$ cat config.mk
export PLATFORM = sky130hd
export DESIGN_NAME = nec_ir_transmitter
export DESIGN_NICKNAME = d
export VERILOG_FILES = /design/src/rtl/nec_ir_transmitter.sv
export SDC_FILE = /design/constraint.sdc
export NUM_CORES = 1
export LEC_CHECK = 0
export CAP_MARGIN = 20
export CORE_MARGIN = 2
export CORE_UTILIZATION = 30
export DETAILED_ROUTE_END_ITERATION = 12
export GPL_TIMING_DRIVEN = 0
export PLACE_DENSITY = 0.57
export SYNTH_ARGS = -nofsm -noshare
export SYNTH_HDL_FRONTEND = slang
export SYNTH_SLANG_ARGS = --single-unit
export TNS_END_PERCENT = 50
$ cat constraint.sdc
create_clock -name clk -period 6.75 [get_ports clk]
set_input_delay 1.35 -clock clk [delete_from_list [all_inputs] [get_ports clk]]
set_output_delay 1.35 -clock clk [all_outputs]
set_load 0.02 [all_outputs]
$ cat src/rtl/nec_ir_transmitter.sv
// NEC infrared transmitter with Wishbone register interface.
// Serialises NEC frames or repeat codes with optional carrier and inversion.
module nec_ir_transmitter #(
    parameter int PSIZE = 20,
    parameter int CSIZE = 12,
    parameter int ASIZE = 3
) (
    input  logic        clk,
    input  logic        rst_n,
    input  logic        wbs_cyc_i,
    input  logic        wbs_stb_i,
    input  logic [31:0] wbs_adr_i,
    input  logic        wbs_we_i,
    input  logic [31:0] wbs_dat_i,
    input  logic [3:0]  wbs_sel_i,
    output logic [31:0] wbs_dat_o,
    output logic        wbs_ack_o,
    output logic        ir_out,
    output logic        irq
);

    typedef enum logic [2:0] {
        IDLE,
        LEADER_MARK,
        LEADER_SPACE,
        BIT_MARK,
        BIT_SPACE,
        STOP_MARK
    } state_t;

    localparam logic [ASIZE-1:0] OFF_CTRL   = ASIZE'(0);
    localparam logic [ASIZE-1:0] OFF_PRESC  = ASIZE'(1);
    localparam logic [ASIZE-1:0] OFF_CARR   = ASIZE'(2);
    localparam logic [ASIZE-1:0] OFF_TX     = ASIZE'(3);
    localparam logic [ASIZE-1:0] OFF_STATUS = ASIZE'(4);

    // programmer-visible registers
    logic [4:0]       ctrl;
    logic [PSIZE-1:0] prescaler;
    logic [CSIZE-1:0] carrier;
    logic [31:0]      tx_reg;
    logic             busy;
    logic             done;
    logic             overflow;

    // frame captured at acceptance
    logic [31:0] payload;
    logic        rpt;

    logic enable;
    logic irq_en;
    logic carrier_en;
    logic invert;
    logic ext_addr;

    assign enable     = ctrl[0];
    assign irq_en     = ctrl[1];
    assign carrier_en = ctrl[2];
    assign invert     = ctrl[3];
    assign ext_addr   = ctrl[4];

    logic             req;
    logic [ASIZE-1:0] off;
    logic             wr;
    logic             tx_wr;
    logic             st_wr;
    logic             accept;
    logic             abort;
    logic             finish;
    logic [31:0]      rdata;
    logic [31:0]      frame_bits;
    logic             unused_adr;

    assign req    = wbs_cyc_i & wbs_stb_i & ~wbs_ack_o;
    assign off    = wbs_adr_i[ASIZE+1:2];
    assign wr     = req & wbs_we_i & (wbs_sel_i == 4'hF);
    assign tx_wr  = wr & (off == OFF_TX);
    assign st_wr  = wr & (off == OFF_STATUS);
    assign accept = tx_wr & enable & ~busy;
    assign abort  = busy & ~enable;
    assign irq    = done & irq_en;

    assign unused_adr = ^{wbs_adr_i[31:ASIZE+2], wbs_adr_i[1:0]};

    always_comb begin
        frame_bits = {~wbs_dat_i[23:16], wbs_dat_i[23:16],
                      ~wbs_dat_i[7:0], wbs_dat_i[7:0]};
        if (ext_addr) begin
            frame_bits = {~wbs_dat_i[23:16], wbs_dat_i[23:16],
                          wbs_dat_i[15:0]};
        end
    end

    always_comb begin
        rdata = '0;
        case (off)
            OFF_CTRL:   rdata = {27'd0, ctrl};
            OFF_PRESC:  rdata[PSIZE-1:0] = prescaler;
            OFF_CARR:   rdata[CSIZE-1:0] = carrier;
            OFF_TX:     rdata = tx_reg;
            OFF_STATUS: rdata = {29'd0, overflow, done, busy};
            default:    rdata = '0;
        endcase
    end

    always_ff @(posedge clk) begin
        if (!rst_n) begin
            wbs_ack_o <= 1'b0;
            wbs_dat_o <= '0;
            ctrl      <= '0;
            prescaler <= '0;
            carrier   <= '0;
            tx_reg    <= '0;
            payload   <= '0;
            rpt       <= 1'b0;
            busy      <= 1'b0;
            done      <= 1'b0;
            overflow  <= 1'b0;
        end else begin
            wbs_ack_o <= req;
            wbs_dat_o <= (req && !wbs_we_i) ? rdata : '0;
            if (wr) begin
                case (off)
                    OFF_CTRL:  ctrl      <= wbs_dat_i[4:0];
                    OFF_PRESC: prescaler <= wbs_dat_i[PSIZE-1:0];
                    OFF_CARR:  carrier   <= wbs_dat_i[CSIZE-1:0];
                    OFF_TX:    tx_reg    <= wbs_dat_i;
                    default:   ;
                endcase
            end
            if (accept) begin
                payload <= frame_bits;
                rpt     <= wbs_dat_i[31];
                busy    <= 1'b1;
            end else if (finish || abort) begin
                busy <= 1'b0;
            end
            // a completing frame beats a simultaneous clear
            if (finish) begin
                done <= 1'b1;
            end else if (st_wr && wbs_dat_i[1]) begin
                done <= 1'b0;
            end
            if (tx_wr && !accept) begin
                overflow <= 1'b1;
            end else if (st_wr && wbs_dat_i[2]) begin
                overflow <= 1'b0;
            end
        end
    end

    state_t           state;
    state_t           state_nxt;
    logic [4:0]       slot_cnt;
    logic [4:0]       slot_nxt;
    logic [4:0]       slot_len;
    logic [4:0]       bit_idx;
    logic [4:0]       bit_nxt;
    logic [31:0]      shreg;
    logic [31:0]      shreg_nxt;
    logic [PSIZE-1:0] pcnt;
    logic [PSIZE-1:0] pcnt_nxt;
    logic [PSIZE-1:0] presc_act;
    logic [PSIZE-1:0] presc_act_nxt;
    logic [CSIZE-1:0] ccnt;
    logic [CSIZE-1:0] ccnt_nxt;
    logic [CSIZE-1:0] carr_act;
    logic [CSIZE-1:0] carr_act_nxt;
    logic             phase;
    logic             phase_nxt;
    logic             level_nxt;
    logic             tick;
    logic             last;
    logic             mark_now;
    logic             mark_nxt;

    function automatic logic is_mark(input state_t s);
        return (s == LEADER_MARK) || (s == BIT_MARK) || (s == STOP_MARK);
    endfunction

    assign tick     = (state != IDLE) && (pcnt == presc_act);
    assign last     = tick && (slot_cnt == slot_len);
    assign mark_now = is_mark(state);
    assign mark_nxt = is_mark(state_nxt);

    always_comb begin
        slot_len = 5'd0;
        case (state)
            LEADER_MARK:  slot_len = 5'd15;
            LEADER_SPACE: slot_len = rpt ? 5'd3 : 5'd7;
            BIT_SPACE:    slot_len = shreg[0] ? 5'd2 : 5'd0;
            default:      slot_len = 5'd0;
        endcase
    end

    always_comb begin
        state_nxt = state;
        bit_nxt   = bit_idx;
        shreg_nxt = shreg;
        finish    = 1'b0;
        if (abort) begin
            state_nxt = IDLE;
        end else begin
            case (state)
                IDLE: begin
                    if (busy) begin
                        state_nxt = LEADER_MARK;
                        shreg_nxt = payload;
                        bit_nxt   = 5'd0;
                    end
                end
                LEADER_MARK: begin
                    if (last) state_nxt = LEADER_SPACE;
                end
                LEADER_SPACE: begin
                    if (last) state_nxt = rpt ? STOP_MARK : BIT_MARK;
                end
                BIT_MARK: begin
                    if (last) state_nxt = BIT_SPACE;
                end
                BIT_SPACE: begin
                    if (last) begin
                        shreg_nxt = {1'b0, shreg[31:1]};
                        bit_nxt   = bit_idx + 5'd1;
                        state_nxt = (bit_idx == 5'd31) ? STOP_MARK : BIT_MARK;
                    end
                end
                STOP_MARK: begin
                    if (last) begin
                        state_nxt = IDLE;
                        finish    = 1'b1;
                    end
                end
                default: state_nxt = IDLE;
            endcase
        end
    end

    always_comb begin
        slot_nxt = slot_cnt;
        if (state_nxt != state) begin
            slot_nxt = 5'd0;
        end else if (tick) begin
            slot_nxt = slot_cnt + 5'd1;
        end
        // prescaler counter held at zero outside a frame
        pcnt_nxt      = pcnt + PSIZE'(1);
        presc_act_nxt = presc_act;
        if (state == IDLE || state_nxt == IDLE || tick) begin
            pcnt_nxt = '0;
        end
        if (state == IDLE || tick) begin
            presc_act_nxt = prescaler;
        end
    end

    always_comb begin
        ccnt_nxt     = '0;
        phase_nxt    = phase;
        carr_act_nxt = carrier;
        if (mark_nxt && !mark_now) begin
            phase_nxt = 1'b1;
        end else if (mark_nxt) begin
            carr_act_nxt = carr_act;
            ccnt_nxt     = ccnt + CSIZE'(1);
            if (ccnt == carr_act) begin
                ccnt_nxt     = '0;
                phase_nxt    = ~phase;
                carr_act_nxt = carrier;
            end
        end
        level_nxt = 1'b0;
        if (mark_nxt) begin
            level_nxt = carrier_en ? phase_nxt : 1'b1;
        end
    end

    always_ff @(posedge clk) begin
        if (!rst_n) begin
            state     <= IDLE;
            slot_cnt  <= '0;
            bit_idx   <= '0;
            shreg     <= '0;
            pcnt      <= '0;
            presc_act <= '0;
            ccnt      <= '0;
            carr_act  <= '0;
            phase     <= 1'b0;
            ir_out    <= 1'b0;
        end else begin
            state     <= state_nxt;
            slot_cnt  <= slot_nxt;
            bit_idx   <= bit_nxt;
            shreg     <= shreg_nxt;
            pcnt      <= pcnt_nxt;
            presc_act <= presc_act_nxt;
            ccnt      <= ccnt_nxt;
            carr_act  <= carr_act_nxt;
            phase     <= phase_nxt;
            ir_out    <= level_nxt ^ invert;
        end
    end

endmodule

======== Word-level counts from Yosys, hierarchy flattened ========
Cells that the tools add are included.
W data, S select, Z words.
storage, ports and cells
  latch bits .............................. 0
  output and inout port bits .............. 35
  register bits after elaboration ......... 249
  input bits .............................. 73
  logic and storage cells ................. 142
  memories ................................ 0
  RAM bits ................................ 0
  ROM bits ................................ 0
operators by class
  add/sub/neg operators ................... 4
  reductions and logical operators ........ 36
  multiply operators ...................... 0
  multiplexer cells ....................... 39
  equal/unequal tests ..................... 21
  magnitude comparators ................... 0
  divide/modulo/power cells ............... 0
  shift operators ......................... 0
  bitwise operators ....................... 20
operators with widths
  cell                     count
  $mux W32                 2
  $pmux W32 S2             1
  $pmux W12 S5             1
  $mux W12                 3
  $mux W3                  10
  $add A20 B1 Y20 const B  1
  $eq A20 B20 Y1           1
  $pmux W3 S6              1
  $mux W16                 1
  $not A8 Y8               2
  $pmux W8 S2              1
  $eq A3 B2 Y1 const B     5
  $mux W1                  14
  $add A12 B1 Y12 const B  1
  $eq A12 B12 Y1           1
  $eq A3 B3 Y1 const B     4
  $pmux W4 S3              1
  $add A5 B1 Y5 const B    2
  $and A1 B1 Y1            10
  $mux W5                  2
  $pmux W5 S2              1
  $reduce_and A2 Y1        5
  $eq A3 B1 Y1 const B     3
  $logic_not A3 Y1         3
  18 further kinds         44

======== Longest topological paths before layout ========
Gate-level depths: netlist of run 1.
  depth in word-level cells ............... 15
  gate-level depth with buffers ........... 11
  mapped depth without buffers ............ 8

======== Worst setup path after synthesis of run 1 ========
No wires, ideal clock.
  kind .................................... input to register
  start ................................... in wbs_sel_i[3]
  end ..................................... reg payload[27]
  stages on the path ...................... 9
  library setup time ...................... 0.128 ns
  arrival ................................. 2.923 ns
  buffers on the path ..................... 3
  setup slack ............................. 3.699 ns
  required time ........................... 6.622 ns
  cells stage by stage .................... and4_1 > and3_1 > clkbuf_1 > nand3_1 > or2_2 > clkbuf_1 > clkbuf_1 > a21oi_1 > nor2_1
on the way
  longest elaborated chain between the ends .. 5
RTL lines
  item                         RTL line  text
  start, declared              15        input logic [3:0] wbs_sel_i,
  $eq A4 B4 Y1                 76        assign wr = req & wbs_we_i & (wbs_sel_i == 4'hF);
  $and A1 B1 Y1                76
  $and A1 B1 Y1                77        assign tx_wr = wr & (off == OFF_TX);
  $and A1 B1 Y1 (2 in series)  79        assign accept = tx_wr & enable & ~busy;
  end signal, assigned         132       payload <= frame_bits;
  end, declared                47        logic [31:0] payload;
Every way passes these cells.
A chain may end at the register's enable or synchronous reset.

======== Final worst setup path of run 1 ========
  start ................................... in wbs_cyc_i
  end ..................................... reg payload[18]
on the way
  longest elaborated chain between the ends .. 7
RTL lines
  item                         RTL line  text
  start, declared              10        input logic wbs_cyc_i,
  $and A1 B1 Y1 (2 in series)  74        assign req = wbs_cyc_i & wbs_stb_i & ~wbs_ack_o;
  $and A1 B1 Y1 (2 in series)  76
  $and A1 B1 Y1                77
  $and A1 B1 Y1 (2 in series)  79
Every way passes these cells.

==> key figures, run 1 <==
Placement
  – Placed Area: 0.0117 mm^2
  – Detailed Place HPWL: 22.3 mm
  – Number of port buffers: 78
  – Cells after DPL: 1780
  – Pre-CTS setup slack: ~2.4 ns
  – RD Place Congestion: slightly below 0.9

Floorplan
  – I/O pin count: around 110
  – Die Width: about 190 um
  – Core area: 0.0343 mm^2
  – Die area: 0.0361 mm^2
  – Initial Util: 30.3%
  – Row Count: 68
  – Die span in y: ~190 um

Timing
  – Hold Fails Final Rpt: 0
  – Worst-margin pin slew: ~0.76 ns
  – Post-route minimum period: 3.82 ns
  – RSZ-0062 raised after global routing: false
  – Final WS setup: 2.93 ns
  – Post-route clock period utilization: 56.6%
  – Fin. max-slew vios: 0
  – Slew HR: 48.7%
  – TNS Setup: 0 ns
  – FMAX: 262 MHz
  – Final Setup Violations: 0
  – Clock skew: 0.0179 ns

Layout
  – Most frequent cells in the layout: 259 x nand2_1, 249 x dfxtp_1, 144 x nor2_1
  – Layout Cells excl Fill: 1832
  – Commonest non-fill, non-tap cell in the layout: nand2_1
  – Post-Layout Inst Area: between 0.01 and 0.015 mm^2
  – Area delta synth->final: 22.4%
  – Layout net count: 1434
  – Final Util: a little under two fifths
  – # diodes: 0
  – Share of cells above drive strength 1: 7.48%

Detailed routing
  – Vias/cell: between 4 and 5
  – Post-DR wirelength/cell: 16.4 um
  – DRC errors left: 0
  – Initial DRC count: 605
  – WL final: 30.0 mm
  – Vias: 8935
  – Antenna Nets Post-Route: 0
  – DR pass1 iterations: 7

Clocking
  – Clk_lat worst skew: 0.56 ns
  – Hold buffers post-CTS: 0
  – CTS tree: done
  – CTS Buffer Depth: 3
  – H-tree depth: 1
  – Clk Tree Root Cell: clkbuf_16
  – Clk sinks: 249
  – Number of post-CTS setup repair buffers: 0
  – Worst-path clk slew: 0.06 ns
  – Post_cts resized: 0
  – Cts bufs inserted: 28

Setup path
  – Crit path DAT: about 4.3 ns
  – CP required: 7.24 ns
  – Crit-path max cell delay: 0.50 ns
  – Worst Setup Start Kind: input port
  – CP Class: in -> reg
  – CP max FO: 10
  – Crit. End Element: flop
  – Crit-path cells: clkdlybuf4s50_1 -> nand2_1 -> nor2_1 -> and3_1 -> clkbuf_1 -> nand3_1 -> nor2_1 -> clkbuf_1 -> nand2_1 -> a21oi_1
  – Crit path max-delay cell type: nor2_1
  – WP buf/inv: 3
  – CP delay by family, top: simple AND/OR/NAND/NOR gates

Job
  – Max_cap viols: 0

Power and ir drop
  – Pleak: 4.43 nW
  – VDD IR max: 0.170 mV
  – Power per cell area: 246 mW/mm^2

Synthesis
  – Synthesized instance count: 1247
  – Post-synth ARST share: 0%
  – Predominant post-synthesis flop cell: dfxtp_1
  – Post-synth cell types: 55
  – Post-synthesis sequential area ratio: around half
  – Syn_area_per_cell: slightly above 8 um^2
  – Number of enable flip-flop cells after synthesis: 0
  – Post-Syn Nets: 1325
  – Seq cells post-synth: 249
  – Post-Syn Area: 0.0104 mm^2
  – Synth warn: 0

Global routing
  – Number of global-route vias before repair: 8568
  – Antenna violations before repair: 0
  – GR Util All Layers: 16.6%
  – First-pass GRT wire length: 47.4 mm
  – Largest net degree at the start of global routing: 16
  – Total congestion overflow: 0

Status
  – Status: completed

Min path
  – Hold crit path type: reg -> reg
==> cell type report <==
class                   count  area, um^2
plain buffers              82         360
well taps                 455         569
inverters                  11        41.3
repair buffers             79         786
clock buffers              38         808
multi-input cells         905        4990
clock inverters            13         158
fillers                  3501       21600
flip-flops and latches    249        4980
==> report_power, final <==
part            total, W  internal, W  switching [W]
Clock            0.00156     0.000921       0.000640
Combinational  0.0000885    0.0000307      0.0000578
Sequential       0.00147      0.00147    0.000000377
==> metal layers <==
metal | track usage [%] | routed length (um)
met4 | 4.68 | 795
met1 | 23.1 | 14300
met5 | 0 | 0
met3 | 3.03 | 1690
met2 | 26.2 | 13200
==> tightest hold or removal path, cell delays in order, from the launching register on <==
cell	delay, ns
dfxtp_1	0.30
nand2_1	0.05
a21oi_1	0.05
==> cell usage after synthesis, types with 5 or more instances <==
cell | instances | area [um^2]
a21oi_1 | 120 | 601
a22o_1 | 8 | 70.1
a22oi_1 | 9 | 67.6
a311oi_1 | 31 | 272
and2_1 | 14 | 87.6
and3_1 | 13 | 81.3
buf_2 | 9 | 45.0
buf_6 | 5 | 56.3
clkbuf_1 | 63 | 236
dfxtp_1 | 249 | 4980
ha_1 | 5 | 62.6
inv_1 | 11 | 41.3
mux2_2 | 9 | 101
mux2i_1 | 37 | 370
nand2_1 | 259 | 972
nand2b_1 | 9 | 56.3
nand3_1 | 29 | 145
nand4_1 | 9 | 56.3
nor2_1 | 144 | 541
nor2_2 | 20 | 125
nor2b_1 | 7 | 43.8
nor3_1 | 12 | 60.1
nor4_1 | 9 | 56.3
o21ai_0 | 46 | 230
xnor2_1 | 14 | 123
xor2_1 | 54 | 473
==> stage by stage <==
| step | total power [W] | hold slack [ns] |
|---|---|---|
| floorplan | 0.00153 | 0.427 |
| global placement | 0.00159 | 0.434 |
| detailed placement | 0.00159 | 0.439 |
| CTS | 0.00315 | 0.447 |
| global route | 0.00322 | 0.471 |
| finish | 0.00312 | 0.446 |
==> worst paths after layout <==
path | startpoint | end | slack, ns | depth (start not counted)
min | tx_reg[27]$_SDFFE_PN0P_ | tx_reg[27]$_SDFFE_PN0P_ | 0.45 | 2
max reg2reg | pcnt[14]$_SDFF_PP0_ | pcnt[5]$_SDFF_PP0_ | 3.73 | 9
min reg2reg | tx_reg[27]$_SDFFE_PN0P_ | tx_reg[27]$_SDFFE_PN0P_ | 0.45 | 2
max | wbs_cyc_i | payload[18]$_SDFFE_PN0P_ | 2.93 | 10
==> kinds of logic (layout without fill, tap and decap cells) <==
logic type	Yosys count	after routing	synth area share [%]
AO/OA/AOI/OAI	237	237	13.8
XOR/XNOR	68	68	5.74
adder cells (fa/ha/maj)	5	5	0.603
buffers and inverters	93	223	3.87
flip-flops	249	249	48.1
multiplexers	46	46	4.55
AND/OR/NAND/NOR	549	549	23.4
Power figures use the tool's default switching activity.
==> inputs of run 2 (changes only) <==
Clock period 6.75 ns to 3.8 ns, I/O delays scaled along.
==> results of run 2 <==
Same layout as run 1 (identical final DEF). Status: completed.
Among the figures that moved: setup slack after placement 2.41 ns -> 0.0481 ns; setup slack after layout 2.93 ns -> 0.571 ns; register-to-register setup slack 3.73 ns -> 0.78 ns; total power 0.00312 W -> 0.00554 W; worst IR drop on VDD 0.170 mV -> 0.302 mV
==> variant 1 (settings of run 2) <==
Set the parameter `ASIZE` to 6 (it was 3).
--- a/src/rtl/nec_ir_transmitter.sv
+++ b/src/rtl/nec_ir_transmitter.sv
@@ -3,7 +3,7 @@
 module nec_ir_transmitter #(
     parameter int PSIZE = 20,
     parameter int CSIZE = 12,
-    parameter int ASIZE = 3
+    parameter int ASIZE = 6
 ) (
     input  logic        clk,
     input  logic        rst_n,
Formal check against the unedited RTL: not equivalent (a bounded check fails within 4 cycles, from zero or initial values and one cycle with rst_n low).
==> variant 1 against run 2 <==
- synthesized cell count down 7.5%
- wire length down 1.9%
- sequential share of layout area up 0.55 points
- clock skew up 16 ps
- final area down 1.4%
- setup slack worse by 230 ps
- area after synthesis down 1.2%
- sequential cell count unchanged
- count of clock-buffer cells in the layout up 3
- first-iteration DRC count down 20%
- highest routed layer unchanged
Power is not compared: it rests on default switching activity, and its combinational part moved more than twofold at a synthesized area within 25%.
==> variant 1: results (changes against run 2) <==
Synthesis
  – Post-synthesis mux area share: 9.39% (+4.8 points)
  – Mean Syn Cell Area: 8.88 um^2 (+6.8%)
  – Leading post-synthesis cells by cell area: dfxtp_1 (49%), mux2i_1 (8.4%), nand2_1 (6.2%), nor2_1 (5.7%), a21oi_1 (4.8%)
  – Synth cell types: 51 (-7.3%)
  – Post-Syn Nets: 1232 (-7.0%)
  – Compound-cell area share of the yosys netlist: 12.6% (-1.2 points)
  – Post-synthesis sequential area ratio: 48.6% (+0.57 points)
  – Synth Area in XOR/XNOR: 5.73% (-0.017 points)
  – Synth cell count leaders: dfxtp_1 (249), nand2_1 (169), nor2_1 (155)

Final layout
  – Share of cells above drive strength 1: 6.09% (-1.4 points)
  – Layout Nets: 1342 (-6.4%)

STA
  – Clock skew: 34.3 ps (+16.4 ps)
  – Worst slew pin tran: 913 ps (+149 ps)

GRT
  – Grt met1 use: 22.8% (-0.28 points)
  – GRT met3 Usage: 2.24% (-0.79 points)
  – First-pass GRT wire length: 45500 um (-3.9%)
  – Vias in the first global route: 7968 (-7.0%)
  – Aggregate global-route resource usage: 16.2% (-0.38 points)
  – Largest net degree at the start of global routing: 15 (-1)

Status
  – Status: complete, no violations

Setup path
  – Top Family by Delay on Critical Path: buffers and inverters
  – Reg2reg path depth: 8 (-1)
  – Crit-path slowest cell: clkdlybuf4s50_1

Route
  – Metal3 WL: 1280 um (-25%)
  – Via count: 8422 (-5.7%)
  – Final wirelength: 29400 um (-1.9%)
  – Wl on met1: 14100 um (-1.3%)
  – Vias per std cell: 4.87 (about the same)
  – Initial drt markers: 485 (-20%)

Placed design
  – Placed cell count: 1682 (-5.5%)
  – Port bufs: 80 (+2.6%)
  – Final HPWL DP: 21800 um (-2.3%)
  – DP Area: 0.0116 mm^2 (-0.84%)

Min path
  – Worst hold endpoint: tx_reg[28]$_SDFFE_PN0P_
  – Min-delay src: tx_reg[28]$_SDFFE_PN0P_
variant 1: power by group through the flow:
stage	sequential (W)	combinational [W]	clock, W
floorplan	0.00286	0.000679	0
global placement	0.00287	0.000948	0
detailed placement	0.00287	0.000960	0
CTS	0.00281	0.000962	0.00266
global route	0.00283	0.00106	0.00277
finish	0.00281	0.000963	0.00261
variant 1: how the worst max path moves through the flow:
stage / startpoint / end / slack, ps / cells past startpoint
finish: wbs_adr_i[5] / payload[17]$_SDFFE_PN0P_ / 350 / 11
global route: wbs_adr_i[5] / payload[16]$_SDFFE_PN0P_ / 30 / 11
CTS: wbs_adr_i[5] / payload[17]$_SDFFE_PN0P_ / 220 / 11
detailed placement: wbs_adr_i[5] / payload[16]$_SDFFE_PN0P_ / -540 / 11
global placement: wbs_cyc_i / payload[17]$_SDFFE_PN0P_ / -670 / 10
floorplan: wbs_adr_i[5] / payload[16]$_SDFFE_PN0P_ / 980 / 10
variant 1: area by class of cell:
cell class | instances | area, um^2
buffer | 79 | 350
clock buffer | 41 | 820
clock inverter | 5 | 68.8
fill | 3402 | 21100
inverter | 11 | 41.3
multi-input combinational | 815 | 4890
sequential | 249 | 4980
tap | 448 | 561
timing repair buffer | 80 | 801
variant 1: per-stage QoR:
| stage | setup WS (ps) | hold WS, ps |
|---|---|---|
| final | 346 | 453 |
| after global routing | 27.5 | 464 |
| after CTS | 218 | 450 |
| after detailed placement | -539 | 442 |
| after global placement | -669 | 438 |
| after floorplan | 983 | 432 |
variant 1: what timing repair did:
item                                    in CTS  in global routing
cloned                                       0                  0
resized for setup                            1                  1
endpoints found under the setup margin       4                 29
variant 1: worst min-delay path, cell delays in order (launching register included):
cell     delay (ps)
dfxtp_1         300
nand2_1          50
a21oi_1          50
==> variant 2 (settings of run 2) <==
Without the edit above. The 6 states of `state_t` get a one-hot encoding in 6 bits.
--- a/src/rtl/nec_ir_transmitter.sv
+++ b/src/rtl/nec_ir_transmitter.sv
@@ -19,13 +19,13 @@
     output logic        irq
 );
 
-    typedef enum logic [2:0] {
-        IDLE,
-        LEADER_MARK,
-        LEADER_SPACE,
-        BIT_MARK,
-        BIT_SPACE,
-        STOP_MARK
+    typedef enum logic [5:0] {
+        IDLE         = 6'b000001,
+        LEADER_MARK  = 6'b000010,
+        LEADER_SPACE = 6'b000100,
+        BIT_MARK     = 6'b001000,
+        BIT_SPACE    = 6'b010000,
+        STOP_MARK    = 6'b100000
     } state_t;
 
     localparam logic [ASIZE-1:0] OFF_CTRL   = ASIZE'(0);
Behaviour: no difference found for any inputs over 4 cycles, from zero or initial values and one cycle with rst_n low; so few cycles prove little.
==> variant 2 against run 2 <==
- final area rose by 4.3%
- setup slack got worse by 230 ps
- sequential cell count rose by 3
- power rose by 1.4%
- wire length rose by 2.4%
- die area rose by 5.5%
- count of clock-buffer cells in the layout rose by 4
- area after synthesis rose by 5.6%
- maximum frequency fell by 6.7%
- first-iteration DRC count fell by 4.0%
- critical endpoint is now pcnt[7]$_SDFF_PP0_
==> variant 2: results (changes against run 2) <==
GRT
  – GRT met3 Usage: 2.50% (-0.52 points)
  – Aggregate global-route resource usage: 15.9% (-0.65 points)
  – Initial antenna violation count: 1 (+1)
  – First-pass GRT wire length: 48400 um (+2.1%)

Synthesis
  – Post-synthesis sequential area ratio: 46.1% (-2.0 points)
  – Synth cell count leaders: nand2_1 (287), dfxtp_1 (252), a21boi_0 (93)
  – Adder-Cell Fraction of Synth Area: 0.571% (-0.032 points)
  – Post-synthesis mux area share: 7.84% (+3.3 points)
  – Leading post-synthesis cells by cell area: dfxtp_1 (46%), nand2_1 (9.8%), mux2i_1 (6.4%), a21boi_0 (6.4%), xnor2_1 (3.4%)
  – Compound-cell area share of the yosys netlist: 14.8% (+1.1 points)

Setup path
  – Crit-path max cell delay: 610 ps (+110 ps)
  – CP arrival: 3950 ps (+230 ps)
  – Crit-path slowest cell: nor3_1
  – Reg-to-Reg Start: state[3]$_SDFF_PN0_
  – R2R setup slack: 340 ps (-440 ps)

Clocking
  – Total CTS buffers: 29 (+3.6%)

Min path
  – Hold depth: 1 (-1)
  – Worst hold endpoint: wbs_dat_o[26]$_SDFF_PN0_

STA
  – Slew HR: 31.2% (-17 points)
  – Hold WS: 450 ps (+4.40 ps)

Power
  – Total power: 0.00562 W (+1.4%)
  – Clock group share of total power: 49.9% (about the same)

Route
  – Detail-routed net length per standard cell: 16.8 um (+3.0%)
  – Initial drt markers: 581 (-4.0%)
  – Final wirelength: 30700 um (+2.4%)

Placed design
  – DP Area: 0.0123 mm^2 (+4.8%)
  – Post-place setup slack: 137 ps (+89.2 ps)
  – Placer Congestion: 0.839 (-3.7%)
  – Placed cell count: 1769 (-0.62%)

Status
  – Status: complete, no violations
==> variant 2: how the worst max path moves through the flow <==
stage | start | to | slack (ps)
2_1_floorplan | wbs_adr_i[2] | payload[25]$_SDFFE_PN0P_ | 1250
3_3_place_gp | wbs_we_i | payload[7]$_SDFFE_PN0P_ | 200
3_5_place_dp | wbs_stb_i | payload[7]$_SDFFE_PN0P_ | 140
4_1_cts | state[3]$_SDFF_PN0_ | ccnt[3]$_SDFF_PP0_ | 450
5_1_grt | state[3]$_SDFF_PN0_ | ccnt[6]$_SDFF_PP0_ | 200
6_report | state[3]$_SDFF_PN0_ | pcnt[7]$_SDFF_PP0_ | 340
==> variant 2: layout make-up <==
type,instances,area (um^2)
fill,3696,22500
multi-input combinational,886,5490
sequential,252,5040
clock buffer,42,845
timing repair buffer,76,756
tap,461,577
buffer,79,359
clock inverter,9,114
inverter,16,60.1
